[src/rtl/hazard_md_ctrl.sv]
// Pipeline stall controller: Tuse/Tnew dependency stalls plus occupancy of the
// multi-cycle mult/div unit, with a small sequencer tracking the busy window.
module hazard_md_ctrl #(
   parameter int MULT_CYC = 5,
   parameter int DIV_CYC  = 10,
   parameter int CNT_W    = 4
) (
   input  logic       clk,
   input  logic       reset,
   input  logic [4:0] rs_D,
   input  logic [4:0] rt_D,
   input  logic [2:0] Tuse_rs,
   input  logic [2:0] Tuse_rt,
   input  logic       md_D,
   input  logic [4:0] A3_E,
   input  logic       GRFWE_E,
   input  logic [2:0] Tnew_E,
   input  logic [4:0] A3_M,
   input  logic       GRFWE_M,
   input  logic [2:0] Tnew_M,
   input  logic       start_E,
   input  logic [1:0] md_op_E,
   output logic       stall,
   output logic       en_PC,
   output logic       en_FD,
   output logic       clr_DE,
   output logic       md_busy,
   output logic       md_done,
   output logic [1:0] md_op,
   output logic       err_restart
);

   typedef enum logic [1:0] {
      S_IDLE = 2'd0,
      S_BUSY = 2'd1,
      S_DONE = 2'd2
   } state_t;

   state_t           r_state;
   state_t           w_state_next;
   logic [CNT_W-1:0] r_count;
   logic [CNT_W-1:0] w_count_next;
   logic [CNT_W-1:0] w_launch_cnt;
   logic [1:0]       r_md_op;
   logic [1:0]       w_md_op_next;
   logic             r_err;
   logic             w_err_next;

   // Operand 0 is rs, operand 1 is rt; both are checked against E and M.
   logic [4:0] w_src_reg  [2];
   logic [2:0] w_src_tuse [2];
   logic       w_src_stall[2];
   logic       w_stall_md;
   logic       w_stall;

   assign w_src_reg[0]  = rs_D;
   assign w_src_reg[1]  = rt_D;
   assign w_src_tuse[0] = Tuse_rs;
   assign w_src_tuse[1] = Tuse_rt;

   genvar gi;
   generate
      for (gi = 0; gi < 2; gi++) begin : g_dep
         logic w_hit_E;
         logic w_hit_M;
         assign w_hit_E = GRFWE_E && (A3_E == w_src_reg[gi]) && (w_src_tuse[gi] < Tnew_E);
         assign w_hit_M = GRFWE_M && (A3_M == w_src_reg[gi]) && (w_src_tuse[gi] < Tnew_M);
         assign w_src_stall[gi] = (w_src_reg[gi] != 5'd0) && (w_hit_E || w_hit_M);
      end
   endgenerate

   // The start cycle itself also blocks a D-stage md instruction.
   assign w_stall_md = md_D && (start_E || (r_state == S_BUSY));
   assign w_stall    = w_src_stall[0] || w_src_stall[1] || w_stall_md;

   assign stall  = w_stall;
   assign en_PC  = ~w_stall;
   assign en_FD  = ~w_stall;
   assign clr_DE = w_stall;

   // Count is loaded with cycles-1 so it reads 0 in the last busy cycle.
   assign w_launch_cnt = md_op_E[1] ? CNT_W'(DIV_CYC - 1) : CNT_W'(MULT_CYC - 1);

   always_ff @(posedge clk or negedge reset) begin
      if (!reset) begin
         r_state <= S_IDLE;
         r_count <= '0;
         r_md_op <= 2'b00;
         r_err   <= 1'b0;
      end else begin
         r_state <= w_state_next;
         r_count <= w_count_next;
         r_md_op <= w_md_op_next;
         r_err   <= w_err_next;
      end
   end

   always_comb begin
      w_state_next = r_state;
      w_count_next = r_count;
      w_md_op_next = r_md_op;
      w_err_next   = r_err;
      case (r_state)
         S_IDLE: begin
            if (start_E) begin
               w_state_next = S_BUSY;
               w_count_next = w_launch_cnt;
               w_md_op_next = md_op_E;
            end
         end
         S_BUSY: begin
            // A start here is illegal; it is flagged but never disturbs the run.
            if (start_E) begin
               w_err_next = 1'b1;
            end
            if (r_count == '0) begin
               w_state_next = S_DONE;
            end else begin
               w_count_next = r_count - 1'b1;
            end
         end
         S_DONE: begin
            if (start_E) begin
               w_state_next = S_BUSY;
               w_count_next = w_launch_cnt;
               w_md_op_next = md_op_E;
            end else begin
               w_state_next = S_IDLE;
            end
         end
         default: begin
            w_state_next = S_IDLE;
            w_count_next = '0;
         end
      endcase
   end

   assign md_busy     = (r_state == S_BUSY);
   assign md_done     = (r_state == S_DONE);
   assign md_op       = r_md_op;
   assign err_restart = r_err;

endmodule

[config.mk]
export PLATFORM = sky130hd
export DESIGN_NAME = hazard_md_ctrl
export DESIGN_NICKNAME = d
export VERILOG_FILES = /design/src/rtl/hazard_md_ctrl.sv
export SDC_FILE = /design/constraint.sdc
export NUM_CORES = 1
export LEC_CHECK = 0
export CAP_MARGIN = 20
export CORE_MARGIN = 2
export CORE_UTILIZATION = 39
export CTS_CLUSTER_SIZE = 20
export DETAILED_ROUTE_END_ITERATION = 8
export PLACE_DENSITY_LB_ADDON = 0.15
export SLEW_MARGIN = 0
export SYNTH_ARGS = -nofsm -noshare
export SYNTH_HDL_FRONTEND = slang
export SYNTH_SLANG_ARGS = --single-unit
[constraint.sdc]
create_clock -name clk -period 1.8 [get_ports clk]
set_input_delay 0.18 -clock clk [delete_from_list [all_inputs] [get_ports clk]]
set_output_delay 0.18 -clock clk [all_outputs]
set_load 0.02 [all_outputs]
Word level (Yosys, flattened, before mapping)

Cells that the tools add are included.

Add/sub/neg operators: 1
$lt $le $gt $ge: 4
Equal/unequal tests: 10
Muxes and demuxes: 8
Bitwise logic cells: 1
Reductions and logical operators: 25

Operators with widths:

| kind                                                  | number |
|---|---|
| == test 5 bit                                         | 4 |
| less-than comparator 3 bit                            | 4 |
| 2-to-1 mux 4 bit                                      | 3 |
| logical AND 1 bit                                     | 11 |
| nonzero test 5 bit                                    | 2 |
| case mux 4 bit (2 select lines)                       | 1 |
| AND reduction 2 bit                                   | 4 |
| case mux 2 bit (3 select lines)                       | 1 |
| logical OR 1 bit                                      | 5 |
| logical NOT 4 bit                                     | 1 |
| 2-to-1 mux 2 bit                                      | 2 |
| inequality test 2 x 1 -> 1 bit, second input constant | 2 |
| inequality test 2 bit, second input constant          | 2 |
| subtractor 4 x 1 -> 4 bit, second input constant      | 1 |
| == test 2 x 1 -> 1 bit, second input constant         | 1 |
| == test 2 bit, second input constant                  | 1 |
| logical NOT 2 bit                                     | 1 |
| OR reduction 2 bit                                    | 1 |
| 2-to-1 mux 1 bit                                      | 1 |
| NOT 1 bit                                             | 1 |

Flip-flop bits (word level): 9
Input port bits: 40
Output and inout port bits: 9
Word-level logic and storage cells: 53

Depth between registers and ports, before layout

Gate-level depths: netlist of the first run.

Word-level depth: 8
Mapped depth: 8
Depth with buffers taken out: 7

Worst setup path before layout of the first run

OpenSTA, ideal clock, no wires.

Path kind: input to output
From: input Tnew_E[1]
To: output en_PC
Data arrival time: 1475 ps
Required time: 1620 ps
Path slack: 145 ps
Stages: 8
Cells stage by stage: inv_1 > ha_1 > o21ai_0 > o211ai_1 > nor4_1 > o22ai_1 > and3_1 > buf_4

Longest elaborated chain between the ends: 7
Elaborated cells on any way between the ends: 11

RTL lines:

| what                               | RTL line | text |
|---|---|---|
| start, declared                    | 17       | `input logic [2:0] Tnew_E,` |
| less-than comparator 3 bit         | 66       | `assign w_hit_E = GRFWE_E && (A3_E == w_src_reg[gi]) && (w_src_tuse[gi] < Tnew_E);` |
| logical AND 1 bit                  | 66       |  |
| logical OR 1 bit                   | 68       | `assign w_src_stall[gi] = (w_src_reg[gi] != 5'd0) && (w_hit_E \|\| w_hit_M);` |
| logical AND 1 bit                  | 68       |  |
| logical OR 1 bit (*) (2 in series) | 74       | `assign w_stall = w_src_stall[0] \|\| w_src_stall[1] \|\| w_stall_md;` |
| NOT 1 bit (*)                      | -        |  |
| end, declared                      | 24       | `output logic en_PC,` |

Every way passes the cells marked *; elsewhere a longest branch is shown, timed or not.

Worst setup path in the final report of the first run

From: input rs_D[4]
To: output en_PC

Longest elaborated chain between the ends: 8
Elaborated cells on any way between the ends: 12

RTL lines:

| what                                                      | RTL line | text |
|---|---|---|
| start, declared                                           | 10       | `input logic [4:0] rs_D,` |
| == test 5 bit, on equally long branches                   | 66, 67   |  |
| logical AND 1 bit, on equally long branches (2 in series) | 66, 67   |  |
| logical OR 1 bit                                          | 68       |  |
| logical AND 1 bit (*)                                     | 68       |  |
| logical OR 1 bit (*) (2 in series)                        | 74       |  |
| NOT 1 bit (*)                                             | 77       | `assign en_PC = ~w_stall;` |

Marked as above.

==> flow_summary_export.csv, run 1 <==
group,metric,value,unit
global_routing,grtUsageMet2,0.4053,
timing,postLayoutSetupSlackWorst,63.95,ps
floorplan,die_y,53.35,um
synth,post_synth.cell_area_avg,9.131,sq um
synth,synth_xor_xnor_area_share,0.1845,
cells_and_area,insertedDiodeCount,0,
synth,ys_async_sr_fraction,1.000,
global_routing,top_usage_layer,"met2",
clocking,clockBufferDepth,2,
drt,wire_per_inst,16.26,um
drt,vias_per_cell,5.192,
floorplan,die_w,53.35,um
global_routing,use_met3,0.06780,
clocking,cts_tree,"yes",
outcome,status,"finished, final reports clean",
drt,firstDrtPassIters,4,
global_routing,antenna_found_initial,0,
global_routing,grt_pass1_wl,4933,um
drt,route.detailed.drc,0,
placement,gp_congestion,0.8466,
timing,tightest_slew,430.1,ps
synth,synth_compound_area_frac,0.1779,
drt,detail-route-antenna-nets,0,
setup_path,cp-end-kind,"output port",
clocking,root_buffer,"clkbuf_4",
floorplan,io_pins,49,
clocking,clkTransAtPathRegs,60,ps
cells_and_area,finalNonFillerCells,198,
timing,fin_crit_sh,0.9645,
global_routing,grt_max_degree,10,
hold_path,hold_path_class,"in -> async",
synth,ys_seq_area_frac,0.2372,
setup_path,cp-start-kind,"input port",
floorplan,dieArea,0.002846,sq mm
synth,muxShareOfSynthArea,0.01186,
drt,num_vias,1028,
placement,numPortBuffers,48,
cells_and_area,areaGrowthSynthToFinish,88.14,%
synth,ys_seq_elements,9,
placement,hpwl,2259,um
synth,netlist.area_leader.share,0.2372,
timing,hold_viol,0,
synth,netlist_area,949.7,sq um
power_and_ir_drop,p_leak,0.8268,nW
synth,syn_nets,154,
drt,drt_iter0_markers,15,
drt,wl,3220,um
synth,ys_warn_count,0,
placement,place_area,0.001563,sq mm
floorplan,num_rows,17,
clocking,postCtsHoldBufs,0,
clocking,h-tree-depth,1,
cells_and_area,design_area,0.001787,sq mm
synth,synthFlopType,"dfrtp_1",
cells_and_area,n_fill_cell,157,
timing,drv_slew,0,
synth,synth_top_family_by_area,"simple AND/OR/NAND/NOR gates",
clocking,cts_buffers,3,
synth,synth_cells,104,
global_routing,gr-usage-all-layers,0.2453,
timing,clock.fmax,576.0,MHz
synth,synthSimpleGateAreaFrac,0.2029,
floorplan,start_util,0.4212,
global_routing,use_met1,0.2997,
cells_and_area,final_nets,221,
timing,period_needed,1736,ps
power_and_ir_drop,p_per_area,865.7,mW/mm^2
synth,synth_edf_count,0,
synth,synthAdderAreaFrac,0.1318,
timing,tns,0,ps
synth,yosys.cell_count.top_type,"xnor2_1",
clocking,clock_sinks,9,
setup_path,cp_max_fo,3,
setup_path,setup.worst_path.class,"in -> out",
cells_and_area,layout-drive-gt1-share,0.4059,
setup_path,crit_required,1620,ps
power_and_ir_drop,irDropWorstVdd,0.9462,mV
placement,pre_cts_ws,-786.1,ps
global_routing,overflow,0,
synth,yosys.area.top_type,"dfrtp_1",
floorplan,fp.coreArea,0.002255,sq mm
timing,setup_violations,0,
setup_path,worst_ep_arrival_time,1560,ps
synth,yosys-top-cells-area,"dfrtp_1, ha_1, xnor2_1",
global_routing,grt_pass1_vias,1096,
flow_run,cap_viol_max_count,0,
synth,yosysUniqueCellTypes,35,
placement,place_inst,193,
cells_and_area,fin_util,0.7925,
timing,slew-limit-headroom,0.7124,
synth,synth_commonest_cells,"xnor2_1, ha_1, dfrtp_1, inv_1, o21ai_0",
timing,finClkSkew,3.182,ps
clocking,clock_latency,260,ps
-- worst paths after layout --
path / startpoint / slack [ps] / cells past startpoint / to
hold reg to reg: err_restart / 460 / 1 / err_restart
setup / recovery: rs_D[4] / 60 / 8 / en_PC
min in group clk: err_restart / 460 / 1 / err_restart
hold / removal: reset / 220 / 1 / md_op[0]
max in group asynchronous: reset / 1280 / 1 / r_count[0]
setup reg to reg: r_count[0] / 180 / 7 / r_count[2]
-- where the power goes --
| part | internal (mW) | total (mW) | switching [mW] | leakage [nW] |
|---|---|---|---|---|
| combinational | 0.517 | 1.04 | 0.523 | 0.706 |
| sequential | 0.292 | 0.347 | 0.0545 | 0.106 |
| clock | 0.0857 | 0.160 | 0.0743 | 0.0150 |
| total | 0.895 | 1.55 | 0.651 | 0.827 |
-- logic make-up after synthesis --
logic type                 Yosys count
DFF                                  9
muxes                                1
adders and majority gates           10
AOI/OAI and AO/OA                   24
and+or+nand+nor                     29
xor gates and xnor gates            20
buffers and inverters               11
-- cells in the final DEF, fill, tap and decap left out, types with 6 or more instances in the layout --
master / n
dlygate4sd2_1: 13
buf_4: 12
dlymetal6s2s_1: 11
clkdlybuf4s50_1: 11
xnor2_1: 10
dfrtp_1: 9
ha_4: 7
xor2_1: 6
clkbuf_2: 6
buf_6: 6
-- what timing repair did --
| item | CTS | global route |
|---|---|---|
| gates resized for setup | 67 | 45 |
| hold endpoints to repair | 0 | 0 |
| pin swaps | 18 | 23 |
| setup buffers | 1 | 1 |
| setup endpoints to repair | 4 | 5 |
-- per-stage QoR --
step | power [mW] | hold slack, ps
3_5_place_dp | 1.325 | 446.8
3_3_place_gp | 1.295 | 440.0
4_1_cts | 1.509 | 221.3
6_report | 1.547 | 219.0
2_1_floorplan | 0.9049 | -115.6
5_1_grt | 1.664 | 242.5
-- flip-flops by register name, indices dropped and copies added (netlist names) --
signal and cells:
md_op 2, err_restart 1, r_state 2, r_count 4
-- worst max-delay path, cell delays in order --
cell and delay, ps:
dlygate4sd2_1 280, buf_4 150, xnor2_1 170, nand4_1 140, nor3_2 220, o22ai_2 100, and3_4 200, buf_6 130
-- final cells by class --
| type | count | area, sq um | share of cell area |
|---|---|---|---|
| inverters | 9 | 41.29 | 0.02311 |
| multi-input cells | 84 | 864.6 | 0.4839 |
| flip-flops and latches | 9 | 225.2 | 0.1261 |
| well taps | 28 | 35.03 | 0.01961 |
| clock buffers | 4 | 26.28 | 0.01471 |
| repair buffers | 64 | 594.3 | 0.3326 |
-- layer usage --
metal  routed length, um  part of all wire
met4                  48             0.015
met1                1272              0.40
met5                   0                 0
met3                 227             0.070
met2                1672              0.52
(Power assumes the default switching activity.)
==> run 2, diff against run 1 <==
ABC_CLOCK_PERIOD_IN_PS = 1800   (was unset)
==> results of run 2 <==
No change in the layout: final DEF, timing and power equal those of run 1.
==> run 3, diff against run 2 <==
REMOVE_ABC_BUFFERS = 1   (was unset)
==> run 3 against run 2 <==
Compared with the run above:
- hold slack better by 1.4 ps
- clock-buffer cell count unchanged
- final cell count down 1.0%
- setup slack worse by 20 ps
- clock power decreased by 6%
- via count decreased by 0.39%
- global-route usage fell by 1.4 points
- sequential share of layout area is 0.18 points higher
- largest cell class unchanged
- critical path depth is the same
- sequential cell count is the same
- largest power group unchanged
- combinational power is essentially flat
==> flow_summary_export.csv, run 3 (synthesized netlist as in run 1, its figures left out) <==
group,metric,value,unit
setup_path,setup.worst_path.class,"in -> out",
global_routing,grt_pass1_vias,1061,
clocking,clock_sinks,9,
setup_path,cp-end-kind,"output port",
clocking,root_buffer,"clkbuf_4",
power_and_ir_drop,internal-power,0.8913,mW
timing,tightest_slew,410.6,ps
setup_path,cp_cell_sequence,"dlygate4sd2_1 -> buf_4 -> xnor2_2 -> o211ai_1 -> nor4_2 -> o22ai_2 -> and3_4 -> buf_6",
cells_and_area,mostFrequentLayoutCells,"buf_4, dlygate4sd2_1, dlymetal6s2s_1, clkdlybuf4s50_1, dfrtp_1",
timing,holdWs,220.4,ps
power_and_ir_drop,power_frac_comb,0.675,
power_and_ir_drop,p_per_area,862.9,mW/mm^2
floorplan,die_w,53.35,um
setup_path,reg2reg_setup_slack,260,ps
power_and_ir_drop,seqPwrFrac,0.225,
floorplan,dieArea,0.002846,sq mm
setup_path,cpMaxStageDelayCell,"dlygate4sd2_1",
power_and_ir_drop,clkPwrFrac,0.100,
global_routing,antenna_found_initial,0,
floorplan,start_util,0.4212,
cells_and_area,n_fill_cell,162,
setup_path,crit_required,1620,ps
timing,setup_violations,0,
setup_path,crit_path_max_incr_delay,260,ps
timing,postLayoutSetupSlackWorst,44.32,ps
drt,wire_per_inst,15.35,um
timing,fin_crit_sh,0.9754,
setup_path,cp-start-kind,"input port",
clocking,clkTransAtPathRegs,60,ps
hold_path,hold_path_class,"in -> async",
clocking,cts_tree,"yes",
setup_path,worst_ep_arrival_time,1580,ps
power_and_ir_drop,p_leak,0.8289,nW
cells_and_area,fin_util,0.7814,
clocking,cts_buffers,3,
clocking,clock_latency,260,ps
cells_and_area,largest_reg_flops,4,
cells_and_area,layout-drive-gt1-share,0.4048,
setup_path,cp_top_family,"buffers and inverters",
floorplan,num_rows,17,
timing,hold_viol,0,
floorplan,die_y,53.35,um
power_and_ir_drop,p_sw,0.6290,mW
clocking,postCtsSetupBuffers,0,
placement,pre_cts_ws,-769.5,ps
global_routing,grt_pass1_wl,4705,um
drt,num_vias,1024,
power_and_ir_drop,total_power,1.520,mW
floorplan,fp.coreArea,0.002255,sq mm
flow_run,cap_viol_max_count,0,
power_and_ir_drop,irDropWorstVdd,1.028,mV
timing,drv_slew,0,
timing,slew-limit-headroom,0.7254,
drt,detail-route-antenna-nets,0,
global_routing,gr-usage-all-layers,0.2314,
global_routing,overflow,0,
placement,gp_congestion,0.8306,
global_routing,grt_max_degree,10,
setup_path,cp_max_fo,2,
clocking,h-tree-depth,1,
timing,clock.fmax,569.6,MHz
placement,numPortBuffers,48,
power_and_ir_drop,swShare,0.4137,
drt,drt_iter0_markers,11,
timing,finClkSkew,2.143,ps
cells_and_area,insertedDiodeCount,0,
timing,period_needed,1756,ps
cells_and_area,areaGrowthSynthToFinish,85.51,%
drt,firstDrtPassIters,4,
placement,hpwl,2222,um
outcome,status,"finished, final reports clean",
drt,wl,3009,um
floorplan,io_pins,49,
setup_path,worst-path-buf-inv,3,
drt,vias_per_cell,5.224,
cells_and_area,final_nets,219,
cells_and_area,final_common_cell,"buf_4",
drt,route.detailed.drc,0,
cells_and_area,top_register,"r_count",
clocking,clockBufferDepth,2,
==> run 3: routing by layer <==
metal / up-vias / routed length [um] / track usage
met5: - / 0 / 0
met4: 0 / 59 / 0.04701
met3: 8 / 204 / 0.06497
met2: 34 / 1479 / 0.3992
met1: 479 / 1265 / 0.2835
li1: 503 / - / -
==> run 3: cell type report <==
class                      instances  area (sq um)  area share
multi-input combinational         84         864.6      0.4908
timing repair buffer              62         571.8      0.3246
sequential                         9         225.2      0.1278
inverter                           9         38.79     0.02202
tap                               28         35.03     0.01989
clock buffer                       4         26.28     0.01491
==> run 3: power groups by stage <==
stage | sequential, mW | clock [mW] | combinational, mW
floorplan | 0.381 | 0 | 0.510
global placement | 0.341 | 0 | 0.954
detailed placement | 0.347 | 0 | 0.970
CTS | 0.342 | 0.158 | 0.994
global route | 0.354 | 0.170 | 1.13
finish | 0.342 | 0.151 | 1.03
==> run 3: worst paths after layout <==
check | startpoint | to | depth (start not counted)
max | rs_D[0] | en_FD | 8
max in group asynchronous | reset | r_state[0] | 1
min in group clk | err_restart | err_restart | 1
min reg2reg | err_restart | err_restart | 1
min | reset | r_count[2] | 1
max reg2reg | r_count[0] | r_count[1] | 7
==> run 3: repair_timing <==
action,CTS,global route
pin swaps,18,24
setup endpoints to repair,4,5
gates resized for setup,71,43
hold buffers,0,0
==> run 3: worst reg2reg max path, cell delays in order (launching register included) <==
cell and delay, ps:
dfrtp_1 370, inv_1 130, ha_1 160, nor3b_1 270, and2_4 200, o21bai_4 170, nand2_1 90, o31ai_1 70
==> run 3: stage by stage <==
stage                     TNS (ps)  instance area (sq um)  instances
after global placement       -2816                   1563        193
final                            0                   1762        196
after global routing        -28.39                   1762        196
after floorplan                  0                  934.6        102
after CTS                        0                   1675        197
after detailed placement     -3059                   1563        193
